--- config.mk ---
export PLATFORM = sky130hd
export DESIGN_NAME = pc_unit
export DESIGN_NICKNAME = d
export VERILOG_FILES = /design/src/rtl/pc_unit_pkg.sv /design/src/rtl/pc_unit_fd_reg.sv /design/src/rtl/pc_unit.sv
export SDC_FILE = /design/constraint.sdc
export NUM_CORES = 1
export LEC_CHECK = 0
export ABC_AREA = 1
export BUFFER_PORTS_ARGS = -buffer_cell sky130_fd_sc_hd__clkbuf_2
export CAP_MARGIN = 40
export CORE_MARGIN = 2
export CORE_UTILIZATION = 40
export CTS_BUF_LIST = sky130_fd_sc_hd__clkbuf_16
export DETAILED_ROUTE_END_ITERATION = 8
export PLACE_DENSITY = 0.68
export SYNTH_ARGS = -nofsm -noshare
export SYNTH_HDL_FRONTEND = slang
export SYNTH_HIERARCHICAL = 1
export SYNTH_SLANG_ARGS = --single-unit
export TNS_END_PERCENT = 1
--- constraint.sdc ---
create_clock -name clk -period 4.83 [get_ports clk]
set_input_delay 1.2075 -clock clk [delete_from_list [all_inputs] [get_ports clk]]
set_output_delay 1.2075 -clock clk [all_outputs]
set_load 0.01 [all_outputs]
--- src/rtl/pc_unit_pkg.sv ---
// Shared defaults and next-PC select encoding for the fetch/decode PC logic.
package pc_unit_pkg;

    localparam int          DEF_WIDTH    = 32;
    localparam int          DEF_IMM_W    = 16;
    localparam int unsigned DEF_INC      = 4;
    localparam logic [31:0] DEF_RESET_PC = 32'h0000_0000;

    typedef enum logic [1:0] {
        SEQ,
        BRANCH,
        JUMP,
        JR
    } npc_sel_e;

endpackage

--- src/rtl/pc_unit_fd_reg.sv ---
// Fetch/decode pipeline register: clear squashes the instruction but keeps PC+INC.
module fd_reg #(
    parameter int WIDTH = 32
) (
    input  logic             clk,
    input  logic             reset,
    input  logic             en_i,
    input  logic             clr_i,
    input  logic [WIDTH-1:0] instr_i,
    input  logic [WIDTH-1:0] pcplus4_i,
    output logic [WIDTH-1:0] instr_o,
    output logic [WIDTH-1:0] pcplus4_o,
    output logic             valid_o
);

    logic [WIDTH-1:0] instr_q, instr_d;
    logic [WIDTH-1:0] pcplus4_q, pcplus4_d;
    logic             valid_q, valid_d;

    // Clear takes priority over a stalled (disabled) register.
    always_comb begin
        instr_d   = instr_q;
        pcplus4_d = pcplus4_q;
        valid_d   = valid_q;
        if (clr_i) begin
            instr_d = '0;
            valid_d = 1'b0;
        end else if (en_i) begin
            instr_d   = instr_i;
            pcplus4_d = pcplus4_i;
            valid_d   = 1'b1;
        end
    end

    always_ff @(posedge clk) begin
        if (reset) begin
            instr_q   <= '0;
            pcplus4_q <= '0;
            valid_q   <= 1'b0;
        end else begin
            instr_q   <= instr_d;
            pcplus4_q <= pcplus4_d;
            valid_q   <= valid_d;
        end
    end

    assign instr_o   = instr_q;
    assign pcplus4_o = pcplus4_q;
    assign valid_o   = valid_q;

endmodule

--- src/rtl/pc_unit.sv ---
// Program counter with next-PC selection, branch/jump target arithmetic and the F/D register.
module pc_unit
    import pc_unit_pkg::*;
#(
    parameter int               WIDTH    = DEF_WIDTH,
    parameter int               IMM_W    = DEF_IMM_W,
    parameter logic [WIDTH-1:0] RESET_PC = WIDTH'(DEF_RESET_PC),
    parameter int unsigned      INC      = DEF_INC
) (
    input  logic             clk,
    input  logic             reset,
    input  logic             StallF,
    input  logic             StallD,
    input  logic             FlushD,
    input  logic [WIDTH-1:0] InstrF,
    input  logic             PCSrcD,
    input  logic             JumpD,
    input  logic             JrD,
    input  logic [WIDTH-1:0] RegD,
    output logic [WIDTH-1:0] PCF,
    output logic [WIDTH-1:0] PCPlus4F,
    output logic [WIDTH-1:0] InstrD,
    output logic [WIDTH-1:0] PCPlus4D,
    output logic             ValidD,
    output logic [WIDTH-1:0] SignImmD,
    output logic [WIDTH-1:0] PCBranchD,
    output logic [WIDTH-1:0] PCJumpD
);

    localparam logic [WIDTH-1:0] INC_W = WIDTH'(INC);

    logic [WIDTH-1:0]        pc_q, pc_d;
    logic [WIDTH-1:0]        npc;
    logic                    redirect;
    npc_sel_e                sel;
    logic signed [IMM_W-1:0] imm_s;

    assign PCF      = pc_q;
    assign PCPlus4F = pc_q + INC_W;

    // Sized cast of a signed operand sign-extends, and stays legal when IMM_W == WIDTH.
    assign imm_s     = InstrD[IMM_W-1:0];
    assign SignImmD  = WIDTH'(imm_s);
    assign PCBranchD = (SignImmD << 2) + PCPlus4D;
    assign PCJumpD   = {PCPlus4D[WIDTH-1:28], InstrD[25:0], 2'b00};

    // A stalled decode stage cannot steer fetch; a bubble never redirects.
    assign redirect = ValidD && !StallD;

    always_comb begin
        sel = SEQ;
        if (redirect) begin
            if (JrD)         sel = JR;
            else if (JumpD)  sel = JUMP;
            else if (PCSrcD) sel = BRANCH;
        end
    end

    always_comb begin
        npc = PCPlus4F;
        unique case (sel)
            JR:      npc = RegD;
            JUMP:    npc = PCJumpD;
            BRANCH:  npc = PCBranchD;
            default: npc = PCPlus4F;
        endcase
    end

    assign pc_d = StallF ? pc_q : npc;

    always_ff @(posedge clk) begin
        if (reset) pc_q <= RESET_PC;
        else       pc_q <= pc_d;
    end

    fd_reg #(
        .WIDTH (WIDTH)
    ) u_fd_reg (
        .clk       (clk),
        .reset     (reset),
        .en_i      (!StallD),
        .clr_i     (FlushD),
        .instr_i   (InstrF),
        .pcplus4_i (PCPlus4F),
        .instr_o   (InstrD),
        .pcplus4_o (PCPlus4D),
        .valid_o   (ValidD)
    );

endmodule
# Word-level counts from Yosys, hierarchy flattened
# Index checks and enable logic that the tools add are counted.
# word_totals
ff_bits,97
out_inout_bits,225
elab_cells,20
# classes
add_sub_neg,2
n_eq_ne,3
n_mux,5
n_bitwise,2
n_reduce_logical,4
# ops
cell,count
32-bit one-hot mux with 3 select lines,1
"32-bit by 3-bit adder with 32-bit output, second input constant",1
32-bit adder,1
2-bit 2-to-1 mux,3
"2-bit equality test, second input constant",2
"2-bit by 1-bit equality test with 1-bit output, second input constant",1
1-bit inverter,2
2-bit AND reduction,1
2-bit OR reduction,1
1-bit logical AND,1
1-bit zero test,1
1-bit 2-to-1 mux,1

# Longest topological paths before layout
# Gate-level depths: netlist of the first run.
# logic_depth
depth_word,6
depth_mapped,15
depth_no_buf,15

# By module
# The synthesis of the first run kept the hierarchy.
# by_module_without_submodules
module,n_inst,cells_each,area_per_inst_um2,seq_area_each_um2
pc_unit,1,848,5062.4,640.6
fd_reg,1,350,2528.7,1301.2

# Worst setup path before layout of the first run
# OpenSTA, ideal clock, no wires.
# synth_timing
kind,flip-flop to output port
from,"register u_fd_reg.instr_q[15], in the netlist u_fd_reg/instr_o[15]"
to,output port PCBranchD[23]
arrival_ns,2.339
path_slack_ns,1.284
path_stages_with_launch,10
n_path_buf,0
path_cell_list,dfxtp_1 -> ha_1 -> nand2_1 -> inv_1 -> a21oi_1 -> nand2_1 -> inv_1 -> nand2_1 -> or2_2 -> and2_1
# synth_via
elab_chain_len,1
# synth_lines
element,line_no,source
start: declaration,pc_unit_fd_reg.sv:16,"logic [WIDTH-1:0] instr_q, instr_d;"
start signal: assignment,pc_unit_fd_reg.sv:41,instr_q <= instr_d;
32-bit adder,pc_unit.sv:44,assign PCBranchD = (SignImmD << 2) + PCPlus4D;
end: declaration,pc_unit.sv:26,"output logic [WIDTH-1:0] PCBranchD,"
# No other way between the ends.

# Worst setup path in the final report of the first run
# layout_timing
from,"register u_fd_reg.instr_q[0], in the netlist u_fd_reg/instr_o[0]"
to,output port PCBranchD[24]
# The elaborated chain is that of the path after synthesis.

==> insert_results.sql, run 1 <==
INSERT INTO impl_metrics (metric_group, metric, value, unit) VALUES
('timing', 'fin_setup_tns', '0', 'ns'),
('clock_tree', 'clock-sinks', '97', ''),
('synthesis', 'syn-mean-instance-area', '6.34', 'um2'),
('place', 'dp_slack', '1.20', 'ns'),
('layout', 'layout.nets', '1508', ''),
('layout', 'finish.instance_area', '9070', 'um2'),
('place', 'place.detailed.hpwl', '22300', 'um'),
('global_routing', 'via_count_of_the_first_global_routing_pass', '7723', ''),
('timing', 'transition_time_at_the_pin_with_the_least_slew_margin', '0.809', 'ns'),
('power', 'p_leak', '0.00489', 'uW'),
('floorplanning', 'ios', '297', ''),
('detailed_routing', 'drt_drc_violations_left', '0', ''),
('clock_tree', 'cts_repair_resize_count', '0', ''),
('place', 'finalWeightedCongestion', '0.956', ''),
('worst_hold_path', 'min_delay_path_depth', '2', ''),
('clock_tree', 'cts_tree', 'yes', ''),
('timing', 'timing.max_slew.rel_slack', '46.0', '%'),
('clock_tree', 'ctsLongestPathBuffers', '2', ''),
('layout', 'num_antenna_cells', '0', ''),
('synthesis', 'combined_area_of_all_synthesized_cells', '7590', 'um2'),
('timing', 'finalHoldViolations', '0', ''),
('worst_setup_path', 'criticalPathCategory', 'flip-flop to output port', ''),
('detailed_routing', 'route.detailed.wl_per_inst', '17.3', 'um'),
('timing', 'fmax', '0.253', 'GHz'),
('place', 'placed_cell_area', '8760', 'um2'),
('synthesis', 'synth_xor_area_share', '4.91', '%'),
('synthesis', 'synth-main-ff-cell', 'sky130_fd_sc_hd__dfxtp_1', ''),
('worst_setup_path', 'data_required_time_of_the_worst_path', '3.62', 'ns'),
('floorplanning', 'core', '18600', 'um2'),
('worst_hold_path', 'min_path_type', 'flip-flop to flip-flop', ''),
('clock_tree', 'post_cts_buffers', '0', ''),
('synthesis', 'synth_cells', '1198', ''),
('worst_setup_path', 'crit_path_max_fanout', '6', ''),
('power', 'power_density', '243', 'nW/um2'),
('clock_tree', 'numCtsBuffers', '9', ''),
('timing', 'finalCriticalPeriod', '3.95', 'ns'),
('timing', 'clock-skew-final', '0.0102', 'ns'),
('timing', 'setup_violations', '0', ''),
('synthesis', 'synth_top_cells_by_area', 'sky130_fd_sc_hd__dfxtp_1, sky130_fd_sc_hd__nand2_1, sky130_fd_sc_hd__inv_1', ''),
('worst_setup_path', 'r2r.worst_path.cells', '15', ''),
('synthesis', 'synth_largest_area_cell', 'sky130_fd_sc_hd__dfxtp_1', ''),
('floorplanning', 'die_x_extent', '142', 'um'),
('synthesis', 'synth.most_common_cell', 'sky130_fd_sc_hd__nand2_1', ''),
('clock_tree', 'clk_latency_worst_skew_pair', '0.36', 'ns'),
('synthesis', 'yosys.area_share.simple', '33.8', '%'),
('global_routing', 'pin_count_of_the_biggest_net_entering_global_routing', '66', ''),
('synthesis', 'number_of_distinct_standard_cells_referenced_by_the_synthesized_netlist', '49', ''),
('detailed_routing', 'detail_route.iter0.violations', '592', ''),
('run_status', 'result_of_the_run', 'completed', ''),
('synthesis', 'synth.mux.area_fraction', '0', '%'),
('synthesis', 'synth_top_cell_area_share', '25.6', '%'),
('timing', 'drv_slew', '0', ''),
('run', 'cap_viol_max_count', '0', ''),
('timing', 'unrepaired_setup_endpoints_after_global_routing', 'no', ''),
('synthesis', 'ys_async_sr_fraction', '0', '%'),
('synthesis', 'synth-edff-count', '0', ''),
('clock_tree', 'path_clk_slew', '0.07', 'ns'),
('detailed_routing', 'dr_total_vias', '8545', ''),
('detailed_routing', 'drt_pre_antenna_iters', '5', ''),
('layout', 'area_delta_synth_final', '19.4', '%'),
('floorplanning', 'overall_die_area', '20100', 'um2'),
('synthesis', 'area_share_of_fa_ha_maj_cells_after_synthesis', '5.21', '%'),
('global_routing', 'grt_first_pass_wirelength', '42900', 'um'),
('detailed_routing', 'routed_wirelength', '28500', 'um'),
('synthesis', 'synth_top_family_by_area', 'simple AND/OR/NAND/NOR gates', ''),
('layout', 'layout-drive-gt1-share', '24.6', '%'),
('global_routing', 'grt_overflow_total', '0', ''),
('clock_tree', 'ctsHtreeMaxLevel', '3', ''),
('worst_setup_path', 'cp-start-kind', 'flip-flop', ''),
('power', 'max-vdd-ir-drop', '164', 'uV'),
('synthesis', 'synthTopCellsByCount', 'sky130_fd_sc_hd__nand2_1, sky130_fd_sc_hd__inv_1, sky130_fd_sc_hd__nor2_1, sky130_fd_sc_hd__dfxtp_1, sky130_fd_sc_hd__a21oi_1', '');
-- final timing paths --
| check | slack [ns] | from | to |
|---|---|---|---|
| setup / recovery | 0.88 | u_fd_reg/instr_o[0]$_SDFFE_PP0P_ | PCBranchD[24] |
| hold / removal | 0.47 | u_fd_reg/instr_o[27]$_SDFFE_PP0P_ | u_fd_reg/instr_o[27]$_SDFFE_PP0P_ |
| setup reg to reg | 2.22 | u_fd_reg/instr_o[0]$_SDFFE_PP0P_ | PCF[22]$_SDFFE_PP0N_ |
| hold reg to reg | 0.47 | u_fd_reg/instr_o[27]$_SDFFE_PP0P_ | u_fd_reg/instr_o[27]$_SDFFE_PP0P_ |
-- metal layers --
layer | global-route usage (%) | vias up | wire length (um)
met5 | 0 | - | 0
met1 | 37.2 | 3923 | 12300
met4 | 8.42 | 0 | 690
met2 | 45.8 | 405 | 13200
met3 | 4.62 | 46 | 2330
li1 | - | 4171 | -
-- metrics by stage --
stage          util, %  cells  hold WS [ns]  total power (uW)
6_report          48.6   1643         0.467              2200
5_1_grt           48.6   1643         0.480              2300
4_1_cts           48.6   1643         0.466              2210
3_5_place_dp      47.0   1628         0.457              1420
3_3_place_gp      46.5   1624         0.449              1410
2_1_floorplan        -   1199         0.481              1220
-- power breakdown --
group | switching (uW) | total, uW | internal, uW
clock network | 347 | 798 | 451
registers | 58.7 | 902 | 843
logic | 319 | 506 | 187
total | 725 | 2200 | 1480
-- critical path, stage by stage (launching register included) --
cell	delay (ns)
sky130_fd_sc_hd__dfxtp_1	0.44
sky130_fd_sc_hd__ha_1	0.25
sky130_fd_sc_hd__inv_1	0.07
sky130_fd_sc_hd__fa_1	0.44
sky130_fd_sc_hd__inv_1	0.08
sky130_fd_sc_hd__nand3_1	0.09
sky130_fd_sc_hd__nand3_1	0.26
sky130_fd_sc_hd__nand2_1	0.10
sky130_fd_sc_hd__nand2_1	0.14
sky130_fd_sc_hd__nand2_1	0.11
sky130_fd_sc_hd__nand3_1	0.08
sky130_fd_sc_hd__nand2_1	0.06
sky130_fd_sc_hd__and2_1	0.14
sky130_fd_sc_hd__clkbuf_2	0.12
-- registers in the layout (all words and copies together) (netlist names) --
register and cells:
PCF 32, u_fd_reg/instr_o 32, u_fd_reg/pcplus4_o 32, u_fd_reg/valid_o 1
-- placed cells by master, fill, tap and decap left out, types with 14 or more instances in the layout --
cell type                  netlist  routed
sky130_fd_sc_hd__inv_1         149     148
sky130_fd_sc_hd__nand2_1       340     340
sky130_fd_sc_hd__o21ai_0        20      20
sky130_fd_sc_hd__nor3_1         14      14
sky130_fd_sc_hd__nor2_1        126     125
sky130_fd_sc_hd__ha_1           30      30
sky130_fd_sc_hd__a221oi_1       18      18
sky130_fd_sc_hd__nand3_1        76      76
sky130_fd_sc_hd__clkbuf_2        0     294
sky130_fd_sc_hd__dfxtp_1        97      97
sky130_fd_sc_hd__a21oi_1        87      87
sky130_fd_sc_hd__xor2_1         29      29
-- cell families (layout without fill, tap and decap cells) --
group / count (synthesis) / in the layout
other: 1 / 2
XOR/XNOR: 40 / 40
AND/OR/NAND/NOR: 603 / 603
AO/OA/AOI/OAI: 166 / 166
flip-flops: 97 / 97
buffers and inverters: 260 / 470
adder cells (fa/ha/maj): 31 / 31
-- cell type report --
cell class	count	area (um2)
Clock inverter	6	82.6
Fill cell	1983	9580
Multi-Input combinational cell	842	4360
Tap cell	234	293
Clock buffer	9	225
Inverter	152	571
Timing Repair Buffer	303	1590
Sequential cell	97	1940
No activity file was read; power rests on OpenSTA's default activity.
==> run 2, diff against run 1 <==
--- a/config.mk
+++ b/config.mk
@@ -12,7 +12,7 @@
 export CORE_UTILIZATION = 40
 export CTS_BUF_LIST = sky130_fd_sc_hd__clkbuf_16
 export DETAILED_ROUTE_END_ITERATION = 8
-export PLACE_DENSITY = 0.68
+export PLACE_DENSITY = 0.7
 export SYNTH_ARGS = -nofsm -noshare
 export SYNTH_HDL_FRONTEND = slang
 export SYNTH_HIERARCHICAL = 1
==> constraint.sdc (replaced) <==
create_clock -name clk -period 3.35 [get_ports clk]
set_input_delay 0.8375 -clock clk [delete_from_list [all_inputs] [get_ports clk]]
set_output_delay 0.8375 -clock clk [all_outputs]
set_load 0.01 [all_outputs]
==> run 2 against run 1 <==
Effect of this change: sequential share of layout area down 0.47 points; combinational power rose by 49%; clock-buffer cell count stayed put; critical path type unchanged; largest power group unchanged.
==> insert_results.sql, run 2 (synthesis results as in run 1) <==
INSERT INTO impl_metrics (metric_group, metric, value, unit) VALUES
('place', 'placed_cell_area', '8800', 'um2'),
('timing', 'transition_time_at_the_pin_with_the_least_slew_margin', '0.744', 'ns'),
('layout', 'finish.instance_area', '9370', 'um2'),
('detailed_routing', 'dr_total_vias', '8639', ''),
('clock_tree', 'clockRootBuffer', 'sky130_fd_sc_hd__clkbuf_16', ''),
('global_routing', 'grt_most_used_layer', 'met2', ''),
('worst_setup_path', 'reg2reg_from', 'u_fd_reg/pcplus4_o[2]$_SDFFE_PP0P_', ''),
('place', 'dp_slack', '0.188', 'ns'),
('worst_hold_path', 'min_path_type', 'flip-flop to flip-flop', ''),
('worst_setup_path', 'critical_path.slowest_cell', 'sky130_fd_sc_hd__fa_2', ''),
('clock_tree', 'path_clk_slew', '0.07', 'ns'),
('timing', 'final.setup.worst_slack', '0.0900', 'ns'),
('global_routing', 'grt_overflow_total', '0', ''),
('run_status', 'result_of_the_run', 'completed', ''),
('global_routing', 'globalRouteTotalUtil', '28.1', '%'),
('run', 'cap_viol_max_count', '0', ''),
('timing', 'drv_slew', '0', ''),
('detailed_routing', 'routed_wirelength', '29000', 'um'),
('power', 'power_density', '338', 'nW/um2'),
('clock_tree', 'cts_tree', 'yes', ''),
('worst_setup_path', 'cp-end-kind', 'output port', ''),
('timing', 'setup_violations', '0', ''),
('worst_setup_path', 'reg2reg_to', 'PCF[22]$_SDFFE_PP0N_', ''),
('worst_setup_path', 'critical_path.n_buffers_inverters', '3', ''),
('floorplanning', 'num_rows', '50', ''),
('worst_setup_path', 'criticalPathCategory', 'flip-flop to output port', ''),
('timing', 'unrepaired_setup_endpoints_after_global_routing', 'yes', ''),
('timing', 'timing.max_slew.rel_slack', '50.4', '%'),
('clock_tree', 'numCtsBuffers', '9', ''),
('floorplanning', 'overall_die_area', '20100', 'um2'),
('worst_setup_path', 'data_required_time_of_the_worst_path', '2.51', 'ns'),
('detailed_routing', 'drt_drc_violations_left', '0', ''),
('worst_setup_path', 'timing.critical_path.cells', 'ha_2 -> inv_1 -> fa_2 -> nor2_4 -> nor2_4 -> inv_1 -> nand2_2 -> nand3_4 -> nand2_1 -> nand2_2 -> nand2_2 -> nand2_1 -> nand2_1 -> and2_1 -> clkbuf_2', ''),
('power', 'design_power_total', '3170', 'uW'),
('worst_setup_path', 'regToRegSetupSlack', '1.14', 'ns'),
('global_routing', 'grt_antenna_before_repair', '0', ''),
('worst_hold_path', 'min_to', 'u_fd_reg/instr_o[26]$_SDFFE_PP0P_', ''),
('layout', 'regArea', '1960', 'um2'),
('global_routing', 'gr-usage-met2', '47.7', '%'),
('clock_tree', 'clock-sinks', '97', ''),
('place', 'finalWeightedCongestion', '0.962', ''),
('timing', 'hold-worst-slack', '0.461', 'ns'),
('global_routing', 'grt_util_met3', '5.43', '%'),
('floorplanning', 'die_h', '142', 'um'),
('clock_tree', 'postCtsHoldBufs', '0', ''),
('layout', 'num_antenna_cells', '0', ''),
('global_routing', 'pin_count_of_the_biggest_net_entering_global_routing', '66', ''),
('clock_tree', 'ctsHtreeMaxLevel', '3', ''),
('worst_setup_path', 'cp_top_family', 'simple AND/OR/NAND/NOR gates', ''),
('place', 'place.detailed.hpwl', '22300', 'um'),
('power', 'max-vdd-ir-drop', '247', 'uV'),
('worst_setup_path', 'worstSetupPathDepth', '15', ''),
('worst_hold_path', 'min_delay_path_depth', '2', ''),
('timing', 'fmax', '0.307', 'GHz'),
('global_routing', 'grt_first_pass_wirelength', '43400', 'um'),
('timing', 'clock-skew-final', '0.00767', 'ns'),
('place', 'port_buffers', '294', ''),
('timing', 'finalCriticalPeriod', '3.26', 'ns'),
('clock_tree', 'clk_latency_worst_skew_pair', '0.37', 'ns'),
('worst_hold_path', 'worstHoldStart', 'u_fd_reg/instr_o[26]$_SDFFE_PP0P_', ''),
('layout', 'layout_common_cells', 'sky130_fd_sc_hd__nand2_1, sky130_fd_sc_hd__clkbuf_2, sky130_fd_sc_hd__inv_1', ''),
('timing', 'finalHoldViolations', '0', ''),
('layout', 'nFillCells', '1936', ''),
('layout', 'multi_input_comb_area', '4560', 'um2'),
('worst_setup_path', 'cp-start-kind', 'flip-flop', ''),
('detailed_routing', 'route.detailed.wl_per_inst', '17.4', 'um'),
('place', 'placed_cells', '1641', ''),
('timing', 'final_min_period_over_clock_period', '97.3', '%'),
('layout', 'final_cell_count_no_fill', '1662', ''),
('layout', 'layout.nets', '1526', ''),
('worst_setup_path', 'worst-endpoint-arrival', '2.42', 'ns'),
('detailed_routing', 'detail_route.vias_per_cell', '5.20', ''),
('detailed_routing', 'ant_nets', '0', ''),
('floorplanning', 'ios', '297', ''),
('layout', 'layout-drive-gt1-share', '28.7', '%'),
('global_routing', 'via_count_of_the_first_global_routing_pass', '7832', ''),
('worst_setup_path', 'critical_path.max_stage_delay', '0.40', 'ns'),
('worst_setup_path', 'r2r.worst_path.cells', '15', ''),
('layout', 'area_delta_synth_final', '23.4', '%'),
('floorplanning', 'die_x_extent', '142', 'um'),
('floorplanning', 'core', '18600', 'um2'),
('clock_tree', 'ctsLongestPathBuffers', '2', ''),
('detailed_routing', 'detail_route.iter0.violations', '718', ''),
('power', 'p_leak', '0.00495', 'uW'),
('detailed_routing', 'drt_pre_antenna_iters', '6', ''),
('global_routing', 'global_route.usage.met1', '36.7', '%'),
('worst_setup_path', 'crit_path_max_fanout', '4', ''),
('floorplanning', 'initial_core_util', '40.7', '%'),
('layout', 'most_frequent_standard_cell_in_the_layout_excluding_fill_and_tap_cells', 'sky130_fd_sc_hd__nand2_1', '');
## run 2: cell count changes in the layout (fill, tap and decap cells not counted), sizes merged
cell,previous run,this run
buf,9,27
clkinv,3,2
inv,153,154
clkinvlp,0,2
bufinv,2,1
## run 2: worst register-to-register path: stages, from the launching register on
cell and delay (ns):
sky130_fd_sc_hd__dfxtp_2 0.35, sky130_fd_sc_hd__ha_2 0.18, sky130_fd_sc_hd__inv_1 0.06, sky130_fd_sc_hd__fa_2 0.40
sky130_fd_sc_hd__nor2_4 0.12, sky130_fd_sc_hd__nor2_4 0.06, sky130_fd_sc_hd__inv_1 0.06, sky130_fd_sc_hd__nand2_2 0.06
sky130_fd_sc_hd__nand3_4 0.10, sky130_fd_sc_hd__nand2_1 0.08, sky130_fd_sc_hd__nand2_2 0.08, sky130_fd_sc_hd__xor2_1 0.25
sky130_fd_sc_hd__nand2_1 0.15, sky130_fd_sc_hd__nand2_1 0.08, sky130_fd_sc_hd__nand2_1 0.05, sky130_fd_sc_hd__nor2_1 0.07
## run 2: cell type report
type                            count  area share (%)
Tap cell                          234            3.13
Multi-Input combinational cell    842            48.7
Inverter                          152            6.09
Clock buffer                        9            2.40
Clock inverter                      7           0.815
Timing Repair Buffer              321            17.9
Sequential cell                    97            20.9
## run 2: layer usage
metal	wire [um]	part of all wire, %	up-vias
met5	0	0	-
met4	600	2.1	0
met3	2600	9.0	43
met2	13700	47	454
met1	12000	42	3932
li1	-	-	4210
## run 2: through the flow
stage / setup TNS (ns) / utilization, %
finish: 0 / 50.2
global route: -0.119 / 50.2
CTS: -0.0151 / 49.0
detailed placement: 0 / 47.2
global placement: 0 / 47.2
floorplan: 0 / -
## run 2: how the worst max path moves through the flow
stage / startpoint / to / slack [ns]
after detailed placement: u_fd_reg/instr_o[15]$_SDFFE_PP0P_ / PCBranchD[27] / 0.19
final: u_fd_reg/pcplus4_o[2]$_SDFFE_PP0P_ / PCBranchD[26] / 0.09
after CTS: u_fd_reg/pcplus4_o[2]$_SDFFE_PP0P_ / PCBranchD[26] / -0.02
after global routing: u_fd_reg/instr_o[11]$_SDFFE_PP0P_ / PCBranchD[26] / -0.04
after global placement: u_fd_reg/instr_o[15]$_SDFFE_PP0P_ / PCBranchD[27] / 0.22
after floorplan: u_fd_reg/instr_o[15]$_SDFFE_PP0P_ / PCBranchD[23] / 0.17
## run 2: what timing repair did
item                                    in CTS  in global routing
endpoints found under the setup margin      14                 14
resized for setup                           11                 40
buffers inserted                             0                  5
endpoints found under the hold margin        0                  0
pin swaps                                    0                  5
## run 2: report_power, final
part | total, uW | leakage, uW | switching [uW] | internal, uW
clock network | 1110 | 0.000142 | 523 | 586
registers | 1300 | 0.000802 | 87.1 | 1210
logic | 755 | 0.00401 | 467 | 288
total | 3170 | 0.00495 | 1080 | 2090
